==> src/rtl/uart_mmio_responder_pkg.sv <==
// rtl/uart_mmio_responder_pkg.sv - IO address map, status bit indices and FSM encodings for the MMIO UART
package uart_mmio_responder_pkg;

    localparam logic [31:0] IO_UART_DATA  = 32'hBFD003F8;
    localparam logic [31:0] IO_UART_STATE = 32'hBFD003FC;

    localparam int STAT_TX_READY = 0;
    localparam int STAT_RX_VALID = 1;

    typedef enum logic [1:0] {
        TX_IDLE  = 2'd0,
        TX_START = 2'd1,
        TX_DATA  = 2'd2,
        TX_STOP  = 2'd3
    } tx_state_t;

    typedef enum logic [1:0] {
        RX_IDLE  = 2'd0,
        RX_START = 2'd1,
        RX_DATA  = 2'd2,
        RX_STOP  = 2'd3
    } rx_state_t;

endpackage

==> src/rtl/uart_rx_fifo.sv <==
// rtl/uart_rx_fifo.sv - synchronous RX byte FIFO; push when full is dropped unless a pop frees the slot
module uart_rx_fifo #(
    parameter int DEPTH = 4,
    parameter int W     = 8
) (
    input  logic         clk,
    input  logic         rst,
    input  logic         i_push,
    input  logic [W-1:0] i_din,
    input  logic         i_pop,
    output logic         o_full,
    output logic         o_empty,
    output logic [W-1:0] o_head
);

    localparam int AW = $clog2(DEPTH);

    logic [W-1:0]  r_mem [DEPTH];
    logic [AW-1:0] r_wr_ptr;
    logic [AW-1:0] r_rd_ptr;
    logic [AW:0]   r_count;
    logic          w_do_push;
    logic          w_do_pop;

    assign o_full    = (r_count == (AW+1)'(DEPTH));
    assign o_empty   = (r_count == '0);
    assign o_head    = r_mem[r_rd_ptr];
    assign w_do_pop  = i_pop && !o_empty;
    assign w_do_push = i_push && (!o_full || w_do_pop);

    always_ff @(posedge clk or posedge rst) begin
        if (rst) begin
            for (int i = 0; i < DEPTH; i++) begin
                r_mem[i] <= '0;
            end
            r_wr_ptr <= '0;
            r_rd_ptr <= '0;
            r_count  <= '0;
        end else begin
            if (w_do_push) begin
                r_mem[r_wr_ptr] <= i_din;
                r_wr_ptr        <= r_wr_ptr + 1'b1;
            end
            if (w_do_pop) begin
                r_rd_ptr <= r_rd_ptr + 1'b1;
            end
            case ({w_do_push, w_do_pop})
                2'b10:   r_count <= r_count + 1'b1;
                2'b01:   r_count <= r_count - 1'b1;
                default: r_count <= r_count;
            endcase
        end
    end

endmodule

==> src/rtl/uart_mmio_responder.sv <==
// rtl/uart_mmio_responder.sv - memory-mapped UART serving CPU IO loads/stores (data + state ports)
// Define UART_RX_FIFO_EN to replace the single RX holding register with an RX_FIFO_DEPTH-entry FIFO.
module uart_mmio_responder
    import uart_mmio_responder_pkg::*;
#(
    parameter int CLK_FREQ      = 50000000,
    parameter int BAUD          = 9600,
    parameter int CLKS_PER_BIT  = CLK_FREQ / BAUD,
    parameter int RX_FIFO_DEPTH = 4
) (
    input  logic        clk,
    input  logic        rst,
    input  logic        io_req,
    input  logic        io_sel,
    input  logic        io_we,
    input  logic [7:0]  io_wdata,
    output logic [31:0] io_rdata,
    output logic        uart_txd,
    input  logic        uart_rxd
);

    localparam int CNT_W = $clog2(CLKS_PER_BIT);
    localparam logic [CNT_W-1:0] BIT_LAST  = CNT_W'(CLKS_PER_BIT - 1);
    localparam logic [CNT_W-1:0] HALF_LAST = CNT_W'(CLKS_PER_BIT / 2 - 1);

    tx_state_t        r_tx_state;
    logic [CNT_W-1:0] r_tx_cnt;
    logic [2:0]       r_tx_bit;
    logic [7:0]       r_tx_shift;
    logic             r_txd;

    rx_state_t        r_rx_state;
    logic [CNT_W-1:0] r_rx_cnt;
    logic [2:0]       r_rx_bit;
    logic [7:0]       r_rx_shift;
    logic [1:0]       r_rxd_sync;

    logic             w_tx_ready;
    logic             w_tx_wr;
    logic             w_rxd;
    logic             w_rx_commit;
    logic             w_rd_pop;
    logic             w_rx_valid;
    logic [7:0]       w_rx_byte;

    assign w_tx_ready  = (r_tx_state == TX_IDLE);
    assign w_tx_wr     = io_req && io_we && !io_sel;
    assign w_rxd       = r_rxd_sync[1];
    assign w_rx_commit = (r_rx_state == RX_STOP) && (r_rx_cnt == BIT_LAST) && w_rxd;
    assign w_rd_pop    = io_req && !io_we && !io_sel && w_rx_valid;
    assign uart_txd    = r_txd;

    // Writes arriving while a frame is in flight are dropped; software polls tx_ready.
    always_ff @(posedge clk or posedge rst) begin
        if (rst) begin
            r_tx_state <= TX_IDLE;
            r_tx_cnt   <= '0;
            r_tx_bit   <= '0;
            r_tx_shift <= '0;
            r_txd      <= 1'b1;
        end else begin
            case (r_tx_state)
                TX_IDLE: begin
                    r_txd <= 1'b1;
                    if (w_tx_wr) begin
                        r_tx_shift <= io_wdata;
                        r_tx_cnt   <= '0;
                        r_txd      <= 1'b0;
                        r_tx_state <= TX_START;
                    end
                end
                TX_START: begin
                    if (r_tx_cnt == BIT_LAST) begin
                        r_tx_cnt   <= '0;
                        r_tx_bit   <= '0;
                        r_txd      <= r_tx_shift[0];
                        r_tx_state <= TX_DATA;
                    end else begin
                        r_tx_cnt <= r_tx_cnt + 1'b1;
                    end
                end
                TX_DATA: begin
                    if (r_tx_cnt == BIT_LAST) begin
                        r_tx_cnt   <= '0;
                        r_tx_shift <= {1'b0, r_tx_shift[7:1]};
                        if (r_tx_bit == 3'd7) begin
                            r_txd      <= 1'b1;
                            r_tx_state <= TX_STOP;
                        end else begin
                            r_tx_bit <= r_tx_bit + 1'b1;
                            r_txd    <= r_tx_shift[1];
                        end
                    end else begin
                        r_tx_cnt <= r_tx_cnt + 1'b1;
                    end
                end
                TX_STOP: begin
                    if (r_tx_cnt == BIT_LAST) begin
                        r_tx_cnt   <= '0;
                        r_tx_state <= TX_IDLE;
                    end else begin
                        r_tx_cnt <= r_tx_cnt + 1'b1;
                    end
                end
                default: r_tx_state <= TX_IDLE;
            endcase
        end
    end

    // Start bit is re-checked at its midpoint; every later sample lands mid-bit.
    always_ff @(posedge clk or posedge rst) begin
        if (rst) begin
            r_rxd_sync <= 2'b11;
            r_rx_state <= RX_IDLE;
            r_rx_cnt   <= '0;
            r_rx_bit   <= '0;
            r_rx_shift <= '0;
        end else begin
            r_rxd_sync <= {r_rxd_sync[0], uart_rxd};
            case (r_rx_state)
                RX_IDLE: begin
                    r_rx_cnt <= '0;
                    if (!w_rxd) begin
                        r_rx_state <= RX_START;
                    end
                end
                RX_START: begin
                    if (r_rx_cnt == HALF_LAST) begin
                        r_rx_cnt   <= '0;
                        r_rx_bit   <= '0;
                        r_rx_state <= w_rxd ? RX_IDLE : RX_DATA;
                    end else begin
                        r_rx_cnt <= r_rx_cnt + 1'b1;
                    end
                end
                RX_DATA: begin
                    if (r_rx_cnt == BIT_LAST) begin
                        r_rx_cnt   <= '0;
                        r_rx_shift <= {w_rxd, r_rx_shift[7:1]};
                        if (r_rx_bit == 3'd7) begin
                            r_rx_state <= RX_STOP;
                        end else begin
                            r_rx_bit <= r_rx_bit + 1'b1;
                        end
                    end else begin
                        r_rx_cnt <= r_rx_cnt + 1'b1;
                    end
                end
                RX_STOP: begin
                    if (r_rx_cnt == BIT_LAST) begin
                        r_rx_cnt   <= '0;
                        r_rx_state <= RX_IDLE;
                    end else begin
                        r_rx_cnt <= r_rx_cnt + 1'b1;
                    end
                end
                default: r_rx_state <= RX_IDLE;
            endcase
        end
    end

`ifdef UART_RX_FIFO_EN
    logic w_fifo_full;
    logic w_fifo_empty;

    uart_rx_fifo #(
        .DEPTH (RX_FIFO_DEPTH),
        .W     (8)
    ) u_rx_fifo (
        .clk     (clk),
        .rst     (rst),
        .i_push  (w_rx_commit),
        .i_din   (r_rx_shift),
        .i_pop   (w_rd_pop),
        .o_full  (w_fifo_full),
        .o_empty (w_fifo_empty),
        .o_head  (w_rx_byte)
    );

    assign w_rx_valid = !w_fifo_empty;
`else
    logic       r_rx_valid;
    logic [7:0] r_rx_byte;

    // A commit wins over a same-cycle pop: the reader gets the old byte, the new one stays pending.
    always_ff @(posedge clk or posedge rst) begin
        if (rst) begin
            r_rx_valid <= 1'b0;
            r_rx_byte  <= '0;
        end else if (w_rx_commit) begin
            r_rx_valid <= 1'b1;
            r_rx_byte  <= r_rx_shift;
        end else if (w_rd_pop) begin
            r_rx_valid <= 1'b0;
        end
    end

    assign w_rx_valid = r_rx_valid;
    assign w_rx_byte  = r_rx_byte;
`endif

    always_comb begin
        io_rdata = '0;
        if (io_sel) begin
            io_rdata[STAT_TX_READY] = w_tx_ready;
            io_rdata[STAT_RX_VALID] = w_rx_valid;
        end else begin
            io_rdata[7:0] = w_rx_byte;
        end
    end

endmodule

==> config.mk <==
export PLATFORM = sky130hd
export DESIGN_NAME = uart_mmio_responder
export DESIGN_NICKNAME = d
export VERILOG_FILES = /design/src/rtl/uart_mmio_responder_pkg.sv /design/src/rtl/uart_rx_fifo.sv /design/src/rtl/uart_mmio_responder.sv
export SDC_FILE = /design/constraint.sdc
export NUM_CORES = 1
export LEC_CHECK = 0
export ABC_AREA = 1
export ABC_CLOCK_PERIOD_IN_PS = 4500
export CAP_MARGIN = 30
export CORE_MARGIN = 4
export CORE_UTILIZATION = 55
export CTS_BUF_LIST = sky130_fd_sc_hd__clkbuf_8
export CTS_CLUSTER_DIAMETER = 100
export DETAILED_ROUTE_END_ITERATION = 8
export GPL_TIMING_DRIVEN = 0
export PLACE_DENSITY = 0.92
export SLEW_MARGIN = 20
export SYNTH_ARGS = -nofsm -noshare
export SYNTH_HDL_FRONTEND = slang
export SYNTH_HIERARCHICAL = 1
export SYNTH_SLANG_ARGS = --single-unit
==> constraint.sdc <==
create_clock -name clk -period 4.5 [get_ports clk]
set_input_delay 0.9 -clock clk [delete_from_list [all_inputs] [get_ports clk]]
set_output_delay 0.9 -clock clk [all_outputs]
set_load 0.005 [all_outputs]
==> report_table.html <==
<table>
<tr><th>Metric</th><th>Value</th></tr>
<tr><th colspan="2">Floorplanning</th></tr>
<tr><td>Full die area</td><td>7800 um^2</td></tr>
<tr><td>Core region area</td><td>6310 um^2</td></tr>
<tr><td>Row cnt</td><td>29</td></tr>
<tr><td>Die Height</td><td>88.3 um</td></tr>
<tr><td>Chip Width</td><td>88.3 um</td></tr>
<tr><td>Starting utilization of the core area</td><td>0.562</td></tr>
<tr><td>IO Count</td><td>47</td></tr>
<tr><th colspan="2">Timing</th></tr>
<tr><td>Least setup slack across all paths after layout</td><td>1.14 ns</td></tr>
<tr><td>Setup repair after global routing missed its margin</td><td>no</td></tr>
<tr><td>Achievable clock frequency</td><td>297 MHz</td></tr>
<tr><td>Final setup TNS</td><td>0 ns</td></tr>
<tr><td>Post-route minimum period</td><td>3.36 ns</td></tr>
<tr><td># setup viols final</td><td>0</td></tr>
<tr><td>Hold WS</td><td>0.358 ns</td></tr>
<tr><td>Post-route clock period utilization</td><td>0.747</td></tr>
<tr><td>Count of final hold-check violations</td><td>0</td></tr>
<tr><td>Slew Viols, Final</td><td>0</td></tr>
<tr><td>Setup clock skew after layout</td><td>0.00852 ns</td></tr>
<tr><th colspan="2">Logic synthesis</th></tr>
<tr><td>Yosys synthesis warning count</td><td>6</td></tr>
<tr><td>Sequential cell area fraction in the yosys report</td><td>0.452</td></tr>
<tr><td>Multiplexer area fraction after synthesis</td><td>0.0169</td></tr>
<tr><td>Area fraction in compound gates after synthesis</td><td>0.0913</td></tr>
<tr><td>Number of cells produced by synthesis</td><td>441</td></tr>
<tr><td>Total of flip-flops plus latches after synthesis</td><td>64</td></tr>
<tr><td>Main combinational cell family by area after synthesis</td><td>simple AND/OR/NAND/NOR gates</td></tr>
<tr><td>Cell Area, Synth</td><td>3550 um^2</td></tr>
<tr><td>Library cells used by synthesis</td><td>34</td></tr>
<tr><td>Xor and xnor area share after synthesis</td><td>0.0173</td></tr>
<tr><td>Post-synthesis share of cell area spent on full adders, half adders and majority gates</td><td>0.0388</td></tr>
<tr><td>Mean cell area of the mapped netlist</td><td>8.05 um^2</td></tr>
<tr><td>Synthesized-area fraction occupied by and/or/nand/nor cells</td><td>0.259</td></tr>
<tr><th colspan="2">Critical path</th></tr>
<tr><td>FF-to-FF Start</td><td>r_rx_cnt[0]$_DFF_PP0_</td></tr>
<tr><td>Path type of the worst setup path</td><td>in2out</td></tr>
<tr><td>Depth of the worst register-to-register path</td><td>7</td></tr>
<tr><td>FF-to-FF End</td><td>r_rx_byte[2]$_DFFE_PP0P_</td></tr>
<tr><td>Ordered list of cells on the worst path</td><td>clkdlybuf4s50_1 &gt; clkbuf_1 &gt; nand2_1 &gt; o21ai_0 &gt; clkdlybuf4s50_1</td></tr>
<tr><td>Max FO, Critical Path</td><td>10</td></tr>
<tr><td>Data arrival at the endpoint of the critical path</td><td>2.46 ns</td></tr>
<tr><td>Crit path max-delay cell type</td><td>sky130_fd_sc_hd__clkdlybuf4s50_1</td></tr>
<tr><td>Critical path launch point type</td><td>input pin</td></tr>
<tr><td>Data required time at the worst endpoint</td><td>3.60 ns</td></tr>
<tr><td>Register-to-register path setup slack</td><td>2.62 ns</td></tr>
<tr><td>Endpoint type of the worst setup path</td><td>output pin</td></tr>
<tr><td>Cell mode on critical path</td><td>sky130_fd_sc_hd__clkdlybuf4s50_1</td></tr>
<tr><td>Critical Path Max Stage Delay</td><td>0.54 ns</td></tr>
<tr><th colspan="2">Drt</th></tr>
<tr><td>Remaining DRCs</td><td>0</td></tr>
<tr><td>Drt via density</td><td>4.96</td></tr>
<tr><td>Overall via count from detail_route</td><td>2,879</td></tr>
<tr><td>DR WL/cell</td><td>12.5 um</td></tr>
<tr><td>Number of nets with antenna violations after detailed routing</td><td>0</td></tr>
<tr><td>DR iter-0 viols</td><td>156</td></tr>
<tr><td>Drt total wl</td><td>7260 um</td></tr>
<tr><td>Detailed-router iteration count before antenna repair</td><td>4</td></tr>
<tr><th colspan="2">Clock tree</th></tr>
<tr><td>Clock latency on the worst-skew pair</td><td>0.35 ns</td></tr>
<tr><td>Number of buffers created by CTS</td><td>9</td></tr>
<tr><td>Hold-fix buffers at CTS</td><td>0</td></tr>
<tr><td>Gates resized, CTS repair</td><td>0</td></tr>
<tr><td>Reg clk slew, reported paths</td><td>0.08 ns</td></tr>
<tr><td>Number of H-tree levels</td><td>3</td></tr>
<tr><td>Clock tree from TritonCTS</td><td>built</td></tr>
<tr><td>Root buffer cell</td><td>sky130_fd_sc_hd__clkbuf_8</td></tr>
<tr><td>Setup repair bufs after CTS</td><td>0</td></tr>
<tr><td>Clock sink total</td><td>64</td></tr>
<tr><td>Buffers from clock root to sink, at most</td><td>2</td></tr>
<tr><th colspan="2">Placement</th></tr>
<tr><td>Routability Congestion</td><td>0.873</td></tr>
<tr><td>Post-Place Worst Slack</td><td>1.16 ns</td></tr>
<tr><td>Standard cell area after detailed placement</td><td>3980 um^2</td></tr>
<tr><td>PortBufs</td><td>22</td></tr>
<tr><td>DP Wirelength</td><td>5080 um</td></tr>
<tr><th colspan="2">Worst hold path</th></tr>
<tr><td>Terminating pin of the worst hold path</td><td>r_rxd_sync[1]$_DFF_PP1_</td></tr>
<tr><td>Hold Path Depth</td><td>0</td></tr>
<tr><td>Worst hold path class</td><td>reg2reg</td></tr>
<tr><td>Startpoint of the tightest hold check path</td><td>r_rxd_sync[0]$_DFF_PP1_</td></tr>
<tr><th colspan="2">Global routing</th></tr>
<tr><td>Overall Global Routing Usage</td><td>0.201</td></tr>
<tr><td>Vias in the first global route</td><td>2,778</td></tr>
<tr><td>Largest net degree at the start of global routing</td><td>50</td></tr>
<tr><td>Antenna violations before repair</td><td>0</td></tr>
<tr><td>Wire length of the first global-routing pass</td><td>12,300 um</td></tr>
<tr><td>Total congestion overflow</td><td>0</td></tr>
<tr><th colspan="2">Pwr</th></tr>
<tr><td>Total leakage power</td><td>2.11 nW</td></tr>
<tr><td>Power density of the placed cells</td><td>417 nW/um^2</td></tr>
<tr><td>IR drop worst, VDD</td><td>0.409 mV</td></tr>
<tr><th colspan="2">Outcome</th></tr>
<tr><td>Result of the run</td><td>completed</td></tr>
<tr><th colspan="2">Layout</th></tr>
<tr><td>Multi-input gate area</td><td>1590 um^2</td></tr>
<tr><td>Fraction of layout instances using a drive strength above 1</td><td>0.145</td></tr>
<tr><td>Layout fillers</td><td>465</td></tr>
<tr><td>Antenna diode count</td><td>0</td></tr>
<tr><td>Cell area after layout</td><td>4210 um^2</td></tr>
<tr><td>Final-stage net count</td><td>523</td></tr>
<tr><td>Area Growth Syn to Fin</td><td>18.6%</td></tr>
<tr><td>Sequential cell area</td><td>1610 um^2</td></tr>
<tr><th colspan="2">Job</th></tr>
<tr><td>Maximum capacitance violations</td><td>0</td></tr>
</table>
[worst max-delay path by stage]
stage          depth (start not counted)                          to   start  slack [ns]
2_1_floorplan                          1  asynchronous set/reset pin     rst        2.01
3_3_place_gp                           2   r_tx_shift[4]$_DFFE_PP0P_     rst        1.01
3_5_place_dp                           5                 io_rdata[0]  io_sel        1.16
4_1_cts                                5                 io_rdata[0]  io_sel        1.14
5_1_grt                                5                 io_rdata[0]  io_sel        1.07
6_report                               5                 io_rdata[0]  io_sel        1.14
[logic make-up (layout without fill, tap and decap cells)]
family | count (synthesis) | after routing
AO/OA/AOI/OAI | 55 | 55
XOR/XNOR | 7 | 7
adder cells (fa/ha/maj) | 11 | 11
buffers and inverters | 88 | 127
flip-flops | 64 | 64
multiplexers | 6 | 6
other | 1 | 24
AND/OR/NAND/NOR | 209 | 209
[cells in the mapped netlist, drive strengths merged]
master  number  area, um^2
nor2        43         171
mux2i        6        60.1
ha          11         138
dfstp        3        78.8
xor2         7        61.3
a31oi        1        6.26
a21boi       1        7.51
clkbuf       1        3.75
nor3        18         111
o21a         1        7.51
nor3b        2        15.0
o21ai       40         234
conb         1        3.75
nand4        3        18.8
nand2      120         455
a41oi        1        8.76
buf         29         218
inv         58         218
dfrtp       61        1530
nand3       22         140
o21bai       2        15.0
a21oi        9        45.0
or2          1        6.26
[layer usage]
layer / share of wire / GRT usage / vias to the layer above
met5: 0 / 0 / -
met4: 0.022 / 0.0989 / 0
met1: 0.41 / 0.239 / 1335
met2: 0.52 / 0.340 / 73
met3: 0.052 / 0.0512 / 15
li1: - / - / 1456
[state kept, by name, indices dropped and copies added, names as in the netlist, named ones only]
register	cells
r_rx_cnt	13
r_rx_bit	3
r_tx_state	2
r_rx_byte	8
uart_txd	1
r_rxd_sync	2
r_tx_cnt	13
r_rx_shift	8
r_rx_state	1
r_rx_valid	1
r_tx_bit	3
r_tx_shift	8
[cell type report]
cell class	count	share of cell area
sequential	64	0.381
inverter	58	0.0523
timing repair buffer	23	0.0589
clock buffer	9	0.0294
buffer	30	0.0526
multi-input combinational	312	0.378
tap	77	0.0229
clock inverter	7	0.0244
[metrics by stage]
| stage | total power [W] | utilization | instances |
|---|---|---|---|
| 6_report | 0.00176 | 0.667 | 580 |
| 5_1_grt | 0.00186 | 0.667 | 580 |
| 4_1_cts | 0.00177 | 0.667 | 580 |
| 3_5_place_dp | 0.00119 | 0.631 | 564 |
| 3_3_place_gp | 0.00116 | 0.626 | 563 |
| 2_1_floorplan | 0.00107 | - | 464 |
[placed cells by master (no fill, tap or decap), types with 2 or more instances in the layout]
| cell type | n |
|---|---|
| sky130_fd_sc_hd__a21oi_1 | 9 |
| sky130_fd_sc_hd__buf_2 | 3 |
| sky130_fd_sc_hd__buf_4 | 24 |
| sky130_fd_sc_hd__buf_6 | 2 |
| sky130_fd_sc_hd__bufinv_16 | 2 |
| sky130_fd_sc_hd__clkbuf_8 | 9 |
| sky130_fd_sc_hd__clkdlybuf4s50_1 | 22 |
| sky130_fd_sc_hd__clkinv_4 | 2 |
| sky130_fd_sc_hd__conb_1 | 24 |
| sky130_fd_sc_hd__dfrtp_1 | 61 |
| sky130_fd_sc_hd__dfstp_2 | 3 |
| sky130_fd_sc_hd__ha_1 | 11 |
| sky130_fd_sc_hd__inv_1 | 54 |
| sky130_fd_sc_hd__inv_2 | 3 |
| sky130_fd_sc_hd__inv_6 | 2 |
| sky130_fd_sc_hd__mux2i_1 | 6 |
| sky130_fd_sc_hd__nand2_1 | 118 |
| sky130_fd_sc_hd__nand2_2 | 2 |
| sky130_fd_sc_hd__nand3_1 | 19 |
| sky130_fd_sc_hd__nand3_4 | 2 |
| sky130_fd_sc_hd__nand4_1 | 3 |
| sky130_fd_sc_hd__nor2_1 | 41 |
| sky130_fd_sc_hd__nor3_1 | 15 |
| sky130_fd_sc_hd__nor3_2 | 2 |
| sky130_fd_sc_hd__nor3b_1 | 2 |
| sky130_fd_sc_hd__o21ai_0 | 31 |
| sky130_fd_sc_hd__o21ai_2 | 9 |
| sky130_fd_sc_hd__o21bai_1 | 2 |
| sky130_fd_sc_hd__xor2_1 | 7 |
[power by group]
| part | switching, W | internal [W] |
|---|---|---|
| registers | 0.0000421 | 0.000642 |
| clock network | 0.000248 | 0.000317 |
| logic | 0.000305 | 0.000201 |
| total | 0.000596 | 0.00116 |
[critical path, delay by kind of cell]
kind | cells | cell delay, ns
and+or+nand+nor | 1 | 0.08
AOI/OAI and AO/OA | 1 | 0.10
buffers and inverters | 3 | 1.39
No activity file was read; power rests on OpenSTA's default activity.
